**config.mk**
```make
export PLATFORM = sky130hd
export DESIGN_NAME = cn_serial
export DESIGN_NICKNAME = d
export VERILOG_FILES = /design/src/rtl/ldpc_pkg.sv /design/src/rtl/cn_min2_update.sv /design/src/rtl/cn_serial.sv
export SDC_FILE = /design/constraint.sdc
export NUM_CORES = 1
export LEC_CHECK = 0
export CORE_ASPECT_RATIO = 1.2
export CORE_MARGIN = 4
export CORE_UTILIZATION = 40
export CTS_CLUSTER_DIAMETER = 40
export DETAILED_ROUTE_END_ITERATION = 12
export GPL_ROUTABILITY_DRIVEN = 0
export HOLD_SLACK_MARGIN = 0.05
export PLACE_DENSITY = 0.56
export SLEW_MARGIN = 25
export SYNTH_ARGS = -nofsm -noshare
export SYNTH_HDL_FRONTEND = slang
export SYNTH_SLANG_ARGS = --single-unit
```
**constraint.sdc**
```tcl
create_clock -name i_clk -period 4.3 [get_ports i_clk]
set_input_delay 1.29 -clock i_clk [delete_from_list [all_inputs] [get_ports i_clk]]
set_output_delay 1.29 -clock i_clk [all_outputs]
set_load 0.02 [all_outputs]
```
**src/rtl/ldpc_pkg.sv**
```systemverilog
// Shared LDPC decoder definitions: default message width, the positive magnitude
// limit, and sign-magnitude <-> two's-complement helpers used by the VN and CN stages.
package ldpc_pkg;

  localparam int unsigned LDPC_MSG_WIDTH = 6;
  localparam int unsigned LDPC_POS_MAX   = (1 << (LDPC_MSG_WIDTH - 1)) - 1;
  localparam int unsigned LDPC_MAX_W     = 16;

  typedef enum logic {
    ST_COLLECT = 1'b0,
    ST_EMIT    = 1'b1
  } cn_state_e;

  // Width-generic: the message occupies the low w bits, and the caller truncates the result.
  function automatic logic [LDPC_MAX_W-1:0] sm2tc(input logic [LDPC_MAX_W-1:0] sm,
                                                  input int unsigned w);
    logic [LDPC_MAX_W-1:0] mask;
    logic [LDPC_MAX_W-1:0] mag;
    logic [LDPC_MAX_W-1:0] sgn;
    mask = (LDPC_MAX_W'(1) << (w - 1)) - LDPC_MAX_W'(1);
    mag  = sm & mask;
    sgn  = (sm >> (w - 1)) & LDPC_MAX_W'(1);
    return (sgn != '0) ? (~mag + LDPC_MAX_W'(1)) : mag;
  endfunction

  function automatic logic [LDPC_MAX_W-1:0] tc2sm(input logic [LDPC_MAX_W-1:0] tc,
                                                  input int unsigned w);
    logic [LDPC_MAX_W-1:0] mask;
    logic [LDPC_MAX_W-1:0] mag;
    logic [LDPC_MAX_W-1:0] sgn;
    mask = (LDPC_MAX_W'(1) << (w - 1)) - LDPC_MAX_W'(1);
    sgn  = (tc >> (w - 1)) & LDPC_MAX_W'(1);
    mag  = ((sgn != '0) ? (~tc + LDPC_MAX_W'(1)) : tc) & mask;
    return (sgn << (w - 1)) | mag;
  endfunction

endpackage

```
**src/rtl/cn_min2_update.sv**
```systemverilog
// Combinational min1/min2/argmin update for one incoming magnitude.
// Strict compares: the first of two equal minima keeps idx1, and the second fills min2.
module cn_min2_update #(
  parameter int unsigned MAG_W = 5,
  parameter int unsigned IDX_W = 5
) (
  input  logic [MAG_W-1:0] i_min1,
  input  logic [MAG_W-1:0] i_min2,
  input  logic [IDX_W-1:0] i_idx1,
  input  logic [MAG_W-1:0] i_mag,
  input  logic [IDX_W-1:0] i_idx,
  output logic [MAG_W-1:0] o_min1,
  output logic [MAG_W-1:0] o_min2,
  output logic [IDX_W-1:0] o_idx1
);

  always_comb begin
    o_min1 = i_min1;
    o_min2 = i_min2;
    o_idx1 = i_idx1;
    if (i_mag < i_min1) begin
      o_min2 = i_min1;
      o_min1 = i_mag;
      o_idx1 = i_idx;
    end else if (i_mag < i_min2) begin
      o_min2 = i_mag;
    end
  end

endmodule

```
**src/rtl/cn_serial.sv**
```systemverilog
// Serial offset-min-sum check node: collects one row of sign-magnitude v2c messages,
// then streams two's-complement c2v messages back in input order with the row parity.
module cn_serial
  import ldpc_pkg::*;
#(
  parameter int unsigned MSG_WIDTH = LDPC_MSG_WIDTH,
  parameter int unsigned CN_DEG    = 32,
  parameter int unsigned OFFSET    = 1
) (
  input  logic                 i_clk,
  input  logic                 i_rst,
  input  logic                 i_v2c_valid,
  input  logic [MSG_WIDTH-1:0] i_v2c,
  output logic                 o_v2c_ready,
  output logic                 o_c2v_valid,
  output logic [MSG_WIDTH-1:0] o_c2v,
  input  logic                 i_c2v_ready,
  output logic                 o_parity,
  output logic                 o_parity_valid
);

  localparam int unsigned MAG_W = MSG_WIDTH - 1;
  localparam int unsigned IDX_W = (CN_DEG > 1) ? $clog2(CN_DEG) : 1;
  localparam logic [IDX_W-1:0] LAST    = IDX_W'(CN_DEG - 1);
  localparam logic [MAG_W-1:0] POS_MAX = '1;
  localparam logic [MAG_W-1:0] OFS     = MAG_W'(OFFSET);

  cn_state_e         state_q, state_d;
  logic              run_q, run_d;
  logic [IDX_W-1:0]  cnt_q, cnt_d;
  logic [MAG_W-1:0]  min1_q, min1_d, min2_q, min2_d;
  logic [IDX_W-1:0]  idx1_q, idx1_d;
  logic              sprod_q, sprod_d;
  logic [CN_DEG-1:0] sgn_q, sgn_d;
  logic              parity_q, parity_d;
  logic              pvalid_q, pvalid_d;

  logic              accept, c2v_hs, at_last;
  logic              in_sign;
  logic [MAG_W-1:0]  in_mag;
  logic [MAG_W-1:0]  upd_min1, upd_min2;
  logic [IDX_W-1:0]  upd_idx1;
  logic [MAG_W-1:0]  m_sel, m_off;
  logic              out_sign;

  assign in_sign = i_v2c[MSG_WIDTH-1];
  assign in_mag  = i_v2c[MAG_W-1:0];
  assign accept  = i_v2c_valid & o_v2c_ready;
  assign c2v_hs  = o_c2v_valid & i_c2v_ready;
  assign at_last = (cnt_q == LAST);

  cn_min2_update #(
    .MAG_W(MAG_W),
    .IDX_W(IDX_W)
  ) u_min2 (
    .i_min1(min1_q),
    .i_min2(min2_q),
    .i_idx1(idx1_q),
    .i_mag (in_mag),
    .i_idx (cnt_q),
    .o_min1(upd_min1),
    .o_min2(upd_min2),
    .o_idx1(upd_idx1)
  );

  always_ff @(posedge i_clk or posedge i_rst) begin
    if (i_rst) begin
      state_q  <= ST_COLLECT;
      run_q    <= 1'b0;
      cnt_q    <= '0;
      min1_q   <= POS_MAX;
      min2_q   <= POS_MAX;
      idx1_q   <= '0;
      sprod_q  <= 1'b0;
      sgn_q    <= '0;
      parity_q <= 1'b0;
      pvalid_q <= 1'b0;
    end else begin
      state_q  <= state_d;
      run_q    <= run_d;
      cnt_q    <= cnt_d;
      min1_q   <= min1_d;
      min2_q   <= min2_d;
      idx1_q   <= idx1_d;
      sprod_q  <= sprod_d;
      sgn_q    <= sgn_d;
      parity_q <= parity_d;
      pvalid_q <= pvalid_d;
    end
  end

  always_comb begin
    state_d = state_q;
    case (state_q)
      ST_COLLECT: if (accept && at_last) state_d = ST_EMIT;
      ST_EMIT:    if (c2v_hs && at_last) state_d = ST_COLLECT;
      default:    state_d = ST_COLLECT;
    endcase
  end

  // The index counter is shared: it tracks input k in COLLECT and output j in EMIT.
  always_comb begin
    run_d    = 1'b1;
    cnt_d    = cnt_q;
    min1_d   = min1_q;
    min2_d   = min2_q;
    idx1_d   = idx1_q;
    sprod_d  = sprod_q;
    sgn_d    = sgn_q;
    parity_d = parity_q;
    pvalid_d = 1'b0;
    if (accept) begin
      cnt_d        = at_last ? '0 : cnt_q + IDX_W'(1);
      min1_d       = upd_min1;
      min2_d       = upd_min2;
      idx1_d       = upd_idx1;
      sgn_d[cnt_q] = in_sign;
      sprod_d      = sprod_q ^ in_sign;
      if (at_last) begin
        parity_d = sprod_q ^ in_sign;
        pvalid_d = 1'b1;
      end
    end
    if (c2v_hs) begin
      cnt_d = at_last ? '0 : cnt_q + IDX_W'(1);
      if (at_last) begin
        min1_d  = POS_MAX;
        min2_d  = POS_MAX;
        idx1_d  = '0;
        sprod_d = 1'b0;
      end
    end
  end

  always_comb begin
    o_v2c_ready    = run_q && (state_q == ST_COLLECT);
    o_c2v_valid    = (state_q == ST_EMIT);
    m_sel          = (cnt_q == idx1_q) ? min2_q : min1_q;
    m_off          = (m_sel > OFS) ? (m_sel - OFS) : '0;
    out_sign       = sprod_q ^ sgn_q[cnt_q];
    o_c2v          = '0;
    if (o_c2v_valid) begin
      o_c2v = MSG_WIDTH'(sm2tc(LDPC_MAX_W'({out_sign, m_off}), MSG_WIDTH));
    end
    o_parity       = parity_q;
    o_parity_valid = pvalid_q;
  end

endmodule

```
# After elaboration in Yosys (flattened, before gate mapping)
# Index checks and enable logic that the tools add are counted.
# op_classes
n_mux	33
order_cmp	5
n_bitwise	6
n_eq_ne	2
n_addsub	3
reduce_logical	6
# op_table
op	count
2-to-1 mux 5 bit	18
bitwise mux 32 bit	1
2-to-1 mux 6 bit	2
< comparator 5 bit	2
2-to-1 mux 1 bit	9
adder 6 x 1 -> 6 bit (second input constant)	1
< comparator 5 x 6 -> 1 bit (second input constant)	1
inverter 5 -> 6 bit	1
adder 5 x 1 -> 5 bit (second input constant)	1
binary-select mux 1 bit (select 5 bit)	1
demux 1 bit (select 5 bit)	1
== test 5 bit	1
== test 5 bit (second input constant)	1
>= comparator 5 x 1 -> 1 bit (second input constant)	1
> comparator 5 x 1 -> 1 bit (second input constant)	1
subtractor 5 x 1 -> 5 bit (second input constant)	1
logical AND 1 bit	4
bitwise AND 1 bit	2
one-hot mux 1 bit (2 select lines)	1
AND reduction 2 bit	1
nonzero test 2 bit	1
bitwise XOR 1 bit	2
inverter 1 bit	1
# word_totals
register_bits	57
out_inout_bits	10

# Longest topological paths before layout
# Gate-level depths: netlist (run 1).
# logic_depth
ltp_word	8
depth_mapped	13
depth_no_buf	10

# By module
# Synthesis (run 1) repeated with hierarchy kept, for this count alone.
# hier_totals
hier_cells	406
area_unflattened_um2	3809.9
# by_module_without_submodules
mod	instances	seq_area_each_um2	cells_each	area_each_um2
cn_serial	1	1438.9	339	3305.7
cn_min2_update	1	0.0	67	504.2

# Worst setup path after synthesis (run 1)
# No wires, ideal clock.
# synth_timing
path_kind	register -> output
start	register cnt_q[1]
end	output o_c2v[2]
arrival_time_ns	2.694
path_slack_ns	0.316
stages_incl_launch_ff	11
cell_sequence	dfrtp_1 buf_2 buf_2 xor2_1 nor3_1 nand3_1 clkbuf_1 a41oi_1 nand2_1 ha_1 o31ai_1
# synth_via
elab_chain_cells	8
elab_cells_between_ends	12
classes_between	2 x add/sub; 1 x order compare; 1 x eq/ne; 6 x mux; 2 x bitwise
# synth_lines
element	line_no	rtl
start: declaration	cn_serial.sv:30	logic [IDX_W-1:0] cnt_q, cnt_d;
start signal: assignment	cn_serial.sv:81	cnt_q <= cnt_d;
== test 5 bit	cn_serial.sv:138	m_sel = (cnt_q == idx1_q) ? min2_q : min1_q;
2-to-1 mux 5 bit	cn_serial.sv:138	
subtractor 5 x 1 -> 5 bit / > comparator 5 x 1 -> 1 bit (equally long branches)	cn_serial.sv:139	m_off = (m_sel > OFS) ? (m_sel - OFS) : '0;
2-to-1 mux 5 bit	cn_serial.sv:139	
inverter 5 -> 6 bit	ldpc_pkg.sv:23	return (sgn != '0) ? (~mag + LDPC_MAX_W'(1)) : mag;
adder 6 x 1 -> 6 bit	ldpc_pkg.sv:23	
2-to-1 mux 6 bit (*)	ldpc_pkg.sv:23	
2-to-1 mux 6 bit (*)	cn_serial.sv:142	if (o_c2v_valid) begin
end: declaration	cn_serial.sv:16	output logic [MSG_WIDTH-1:0] o_c2v,
# Every way passes the cells marked *; elsewhere a longest branch is shown, timed or not. The select of a mux whose other input is x is not followed.

# Final worst setup path (run 1)
# layout_timing
start	register cnt_q[0]
end	output o_c2v[4]
# The elaborated chain is that of the path after synthesis.

==> metrics.md, run 1 <==
| Metric | Value |
|---|---|
| Result of the run | finished clean |
| First-pass iteration count of the detailed router | 4 |
| Synthesis-to-layout area growth | 16.4% |
| Clk slew on worst S/H paths | 0.07 ns |
| Std cell rows | 37 |
| Max capacitance violation total | 0 |
| CP startpoint | cnt_q[0] |
| Cts bufs inserted | 9 |
| Post-synth ARST share | 1.00 |
| Number of standard cells after synthesis | between 300 and 400 |
| Global route total overflow | 0 |
| Maximum number of pins on one net before global-route repair | 35 |
| Leading cell type in the layout, fill and taps excluded | sky130_fd_sc_hd__dfrtp_1 |
| Detailed-placement wirelength estimate | 5930 µm |
| Setup slack on the worst flop-to-flop path | approximately 1.8 ns |
| Max-slew violation count | 0 |
| Die W | between 90 and 100 µm |
| Yosys warning total | 0 |
| Number of primary I/O pins | 20 |
| Launch point of the worst hold path | o_parity |
| Category of the worst setup path capture point | primary output |
| Worst Max-Slew Pin Slew | 0.602 ns |
| Post-Syn Area per Cell | 9.90 µm² |
| Post-route clock period utilization | 0.974 |
| Ratio of cells with drive above 1 in the final layout | 0.220 |
| Portion of the post-synthesis area used by sequential elements | 0.413 |
| Register bit total from synthesis | 57 |
| Global-route usage over all layers | 0.169 |
| Critical register-to-register path endpoint | idx1_q[1] |
| Antenna viol nets, final | 0 |
| # setup viols final | 0 |
| Setup TNS | 0 ns |
| TritonCTS sink count | 57 |
| Count of distinct cell types in the synthesized netlist | 42 |
| Critical path data arrival time | around 2.9 ns |
| Worst hold path cell count | 2 |
| RSZ-0062 raised after global routing | no |
| Initial cell density of the core | 0.409 |
| Category of the most critical setup path | reg -> out |
| Final routed DRC violation total | 0 |
| Critical path startpoint category | flip-flop |
| Crit-path max FO | 6 |
| Clk Tree Root Cell | sky130_fd_sc_hd__clkbuf_8 |
| Total routed wirelength | 8030 µm |
| TritonCTS clock tree | yes |
| Iteration-0 DRC Markers | 109 |
| Post-route total power | approximately 2.9 mW |
| Capture endpoint of the worst hold path | o_parity |
| Count of final hold-check violations | 0 |
| Average wire per standard cell | 16.2 µm |
| Die Span Y | 110 µm |
| Synthesized netlist net count | 376 |
| Top achievable clock speed | 0.239 GHz |
| Required time of the critical path | 3.01 ns |
| Area inside the core boundary | roughly 8500 µm² |
| Path type of the worst min-delay path | reg -> reg |
| Post-route core utilization | 0.476 |
| Pwr dens | 707 nW/µm² |
| Final critical path time including I/O delays and setup | 4.19 ns |
| Worst slew margin | 0.599 |
| Cell area after technology mapping | 3480 µm² |
| Die area | 10300 µm² |
| Port bufs | 19 |
| Largest clock skew in the final design | between 0.01 and 0.015 ns |
| Final layout net count | slightly below 400 |
| Number of antenna diodes | 0 |
| Placed Cells incl. Taps | 479 |
| Reg area | approximately 1400 µm² |
| Cell depth of the worst flop-to-flop path | 9 |
| # H-tree levels | 3 |
| Beginning of the worst register-to-register path | min1_q[1] |
| Routed vias | 2615 |
| Routed vias/inst | about 5.3 |
| Non-filler instance count after layout | 495 |
| Post-cts hold buffer count | 0 |
| Via count of the first global-routing pass | 2583 |
| Antenna violations before repair | 0 |
| Multi-input gate area | 1900 µm² |
| First-pass GRT wire length | approximately 13000 µm |
| Insertion delay to the later sink of the worst-skew pair | 0.34 ns |
| Count of flip-flops with a built-in enable after synthesis | 0 |
| Deepest clock path buffer count | 2 |
| Commonest non-fill, non-tap cells in the layout | sky130_fd_sc_hd__dfrtp_1, sky130_fd_sc_hd__nor2_1, sky130_fd_sc_hd__mux2_2, sky130_fd_sc_hd__nand2_1, sky130_fd_sc_hd__mux2i_1 |
| Worst voltage drop across the vdd grid | 190 µV |
| Fillcell total | 851 |
| Most frequently used flop master after synthesis | sky130_fd_sc_hd__dfrtp_1 |
| Leakage power figure | 1.93 nW |
[cells by family (layout without fill, tap and decap cells)]
kind of cell	after synthesis	in the layout	synth area share
buffers and inverters	36	62	0.0438
other	1	1	0.00108
multiplexers	64	64	0.210
flip-flops	57	57	0.413
XOR/XNOR	10	10	0.0251
AND/OR/NAND/NOR	115	115	0.152
AO/OA/AOI/OAI	55	55	0.104
adder cells (fa/ha/maj)	14	14	0.0503
[through the flow]
step | setup WS [ns] | cell area (µm²) | hold WS (ns)
6_report | 0.114 | 4060 | 0.509
5_1_grt | 0.00995 | 4060 | 0.520
4_1_cts | 0.0483 | 4050 | 0.512
3_5_place_dp | 0.0986 | 3810 | 0.487
3_3_place_gp | 0.174 | 3810 | 0.471
2_1_floorplan | 0.316 | 3480 | 0.474
[what timing repair did]
item | in CTS | in global routing
endpoints found under the setup margin | 5 | 3
resized for setup | 6 | 5
hold endpoints to repair | 0 | 0
setup buffers | 0 | 0
[registers in the layout, indices dropped and copies added (netlist names)]
signal          count
min2_q              5
sprod_q             1
sgn_q              32
run_q               1
o_c2v_valid         1
idx1_q              5
cnt_q               5
o_parity_valid      1
min1_q              5
o_parity            1
[metal layers]
layer / share of wire / GRT usage
met3: 0.028 / 0.0326
met5: 0 / 0
met4: 0.019 / 0.0733
met1: 0.45 / 0.207
met2: 0.51 / 0.291
[final cells by class]
cell class,count,area share
clock buffer,11,0.0349
clock inverter,5,0.0253
inverter,16,0.0148
multi-input combinational,259,0.468
sequential,57,0.356
tap,117,0.0361
timing repair buffer,30,0.0651
[worst max-delay path by stage]
stage                          end  slack, ns
after floorplan           o_c2v[2]       0.32
after global placement    o_c2v[4]       0.17
after detailed placement  o_c2v[3]        0.1
after CTS                 o_c2v[4]       0.05
after global routing      o_c2v[3]       0.01
final                     o_c2v[4]       0.11
[report_power, final]
| group | internal [mW] | switching (mW) | leakage, nW | total (mW) |
|---|---|---|---|---|
| registers | 0.710 | 0.179 | 0.731 | 0.889 |
| clock network | 0.400 | 0.223 | 0.120 | 0.622 |
| logic | 0.596 | 0.759 | 1.08 | 1.35 |
| total | 1.71 | 1.16 | 1.93 | 2.87 |
[cell usage after synthesis (2+ instances only)]
library cell               instances  area (µm²)
sky130_fd_sc_hd__nand3_1          23         115
sky130_fd_sc_hd__buf_6             2        22.5
sky130_fd_sc_hd__ha_1             14         175
sky130_fd_sc_hd__buf_2             2        10.0
sky130_fd_sc_hd__xor2_1            4        35.0
sky130_fd_sc_hd__nand3b_1          3        22.5
sky130_fd_sc_hd__a21oi_1          11        55.1
sky130_fd_sc_hd__o21ai_1           2        10.0
sky130_fd_sc_hd__clkbuf_1         15        56.3
sky130_fd_sc_hd__a21o_1            7        52.6
sky130_fd_sc_hd__nor2b_1           3        18.8
sky130_fd_sc_hd__xnor2_1           6        52.6
sky130_fd_sc_hd__mux2i_1          26         260
sky130_fd_sc_hd__nand2b_1          4        25.0
sky130_fd_sc_hd__dfrtp_1          47        1180
sky130_fd_sc_hd__nor2_1           40         150
sky130_fd_sc_hd__and2_1            2        12.5
sky130_fd_sc_hd__nor3_1            5        25.0
sky130_fd_sc_hd__o32ai_1           4        35.0
sky130_fd_sc_hd__mux2_2           34         383
sky130_fd_sc_hd__o21ai_0          14        70.1
sky130_fd_sc_hd__inv_1            16        60.1
sky130_fd_sc_hd__mux4_2            4        90.1
sky130_fd_sc_hd__and3_1            3        18.8
sky130_fd_sc_hd__nand2_1          27         101
sky130_fd_sc_hd__o221ai_1          5        43.8
sky130_fd_sc_hd__a211o_1           3        26.3
sky130_fd_sc_hd__nand4_1           2        12.5
sky130_fd_sc_hd__dfstp_2          10         263
sky130_fd_sc_hd__o211ai_1          2        15.0
[critical path: stages (launching register included)]
cell	delay, ns
sky130_fd_sc_hd__dfrtp_2	0.41
sky130_fd_sc_hd__mux4_2	0.51
sky130_fd_sc_hd__a211o_1	0.33
sky130_fd_sc_hd__or4b_1	0.49
sky130_fd_sc_hd__and4_4	0.23
sky130_fd_sc_hd__a21o_1	0.16
sky130_fd_sc_hd__a21oi_2	0.11
sky130_fd_sc_hd__clkdlybuf4s15_1	0.31
(Power assumes the default switching activity.)
==> inputs of run 2 (changes only) <==
Settings changed: HOLD_SLACK_MARGIN 0.05 to 0.03.
==> results of run 2 <==
Same layout as run 1: the final DEF is identical, and so are final timing and power.
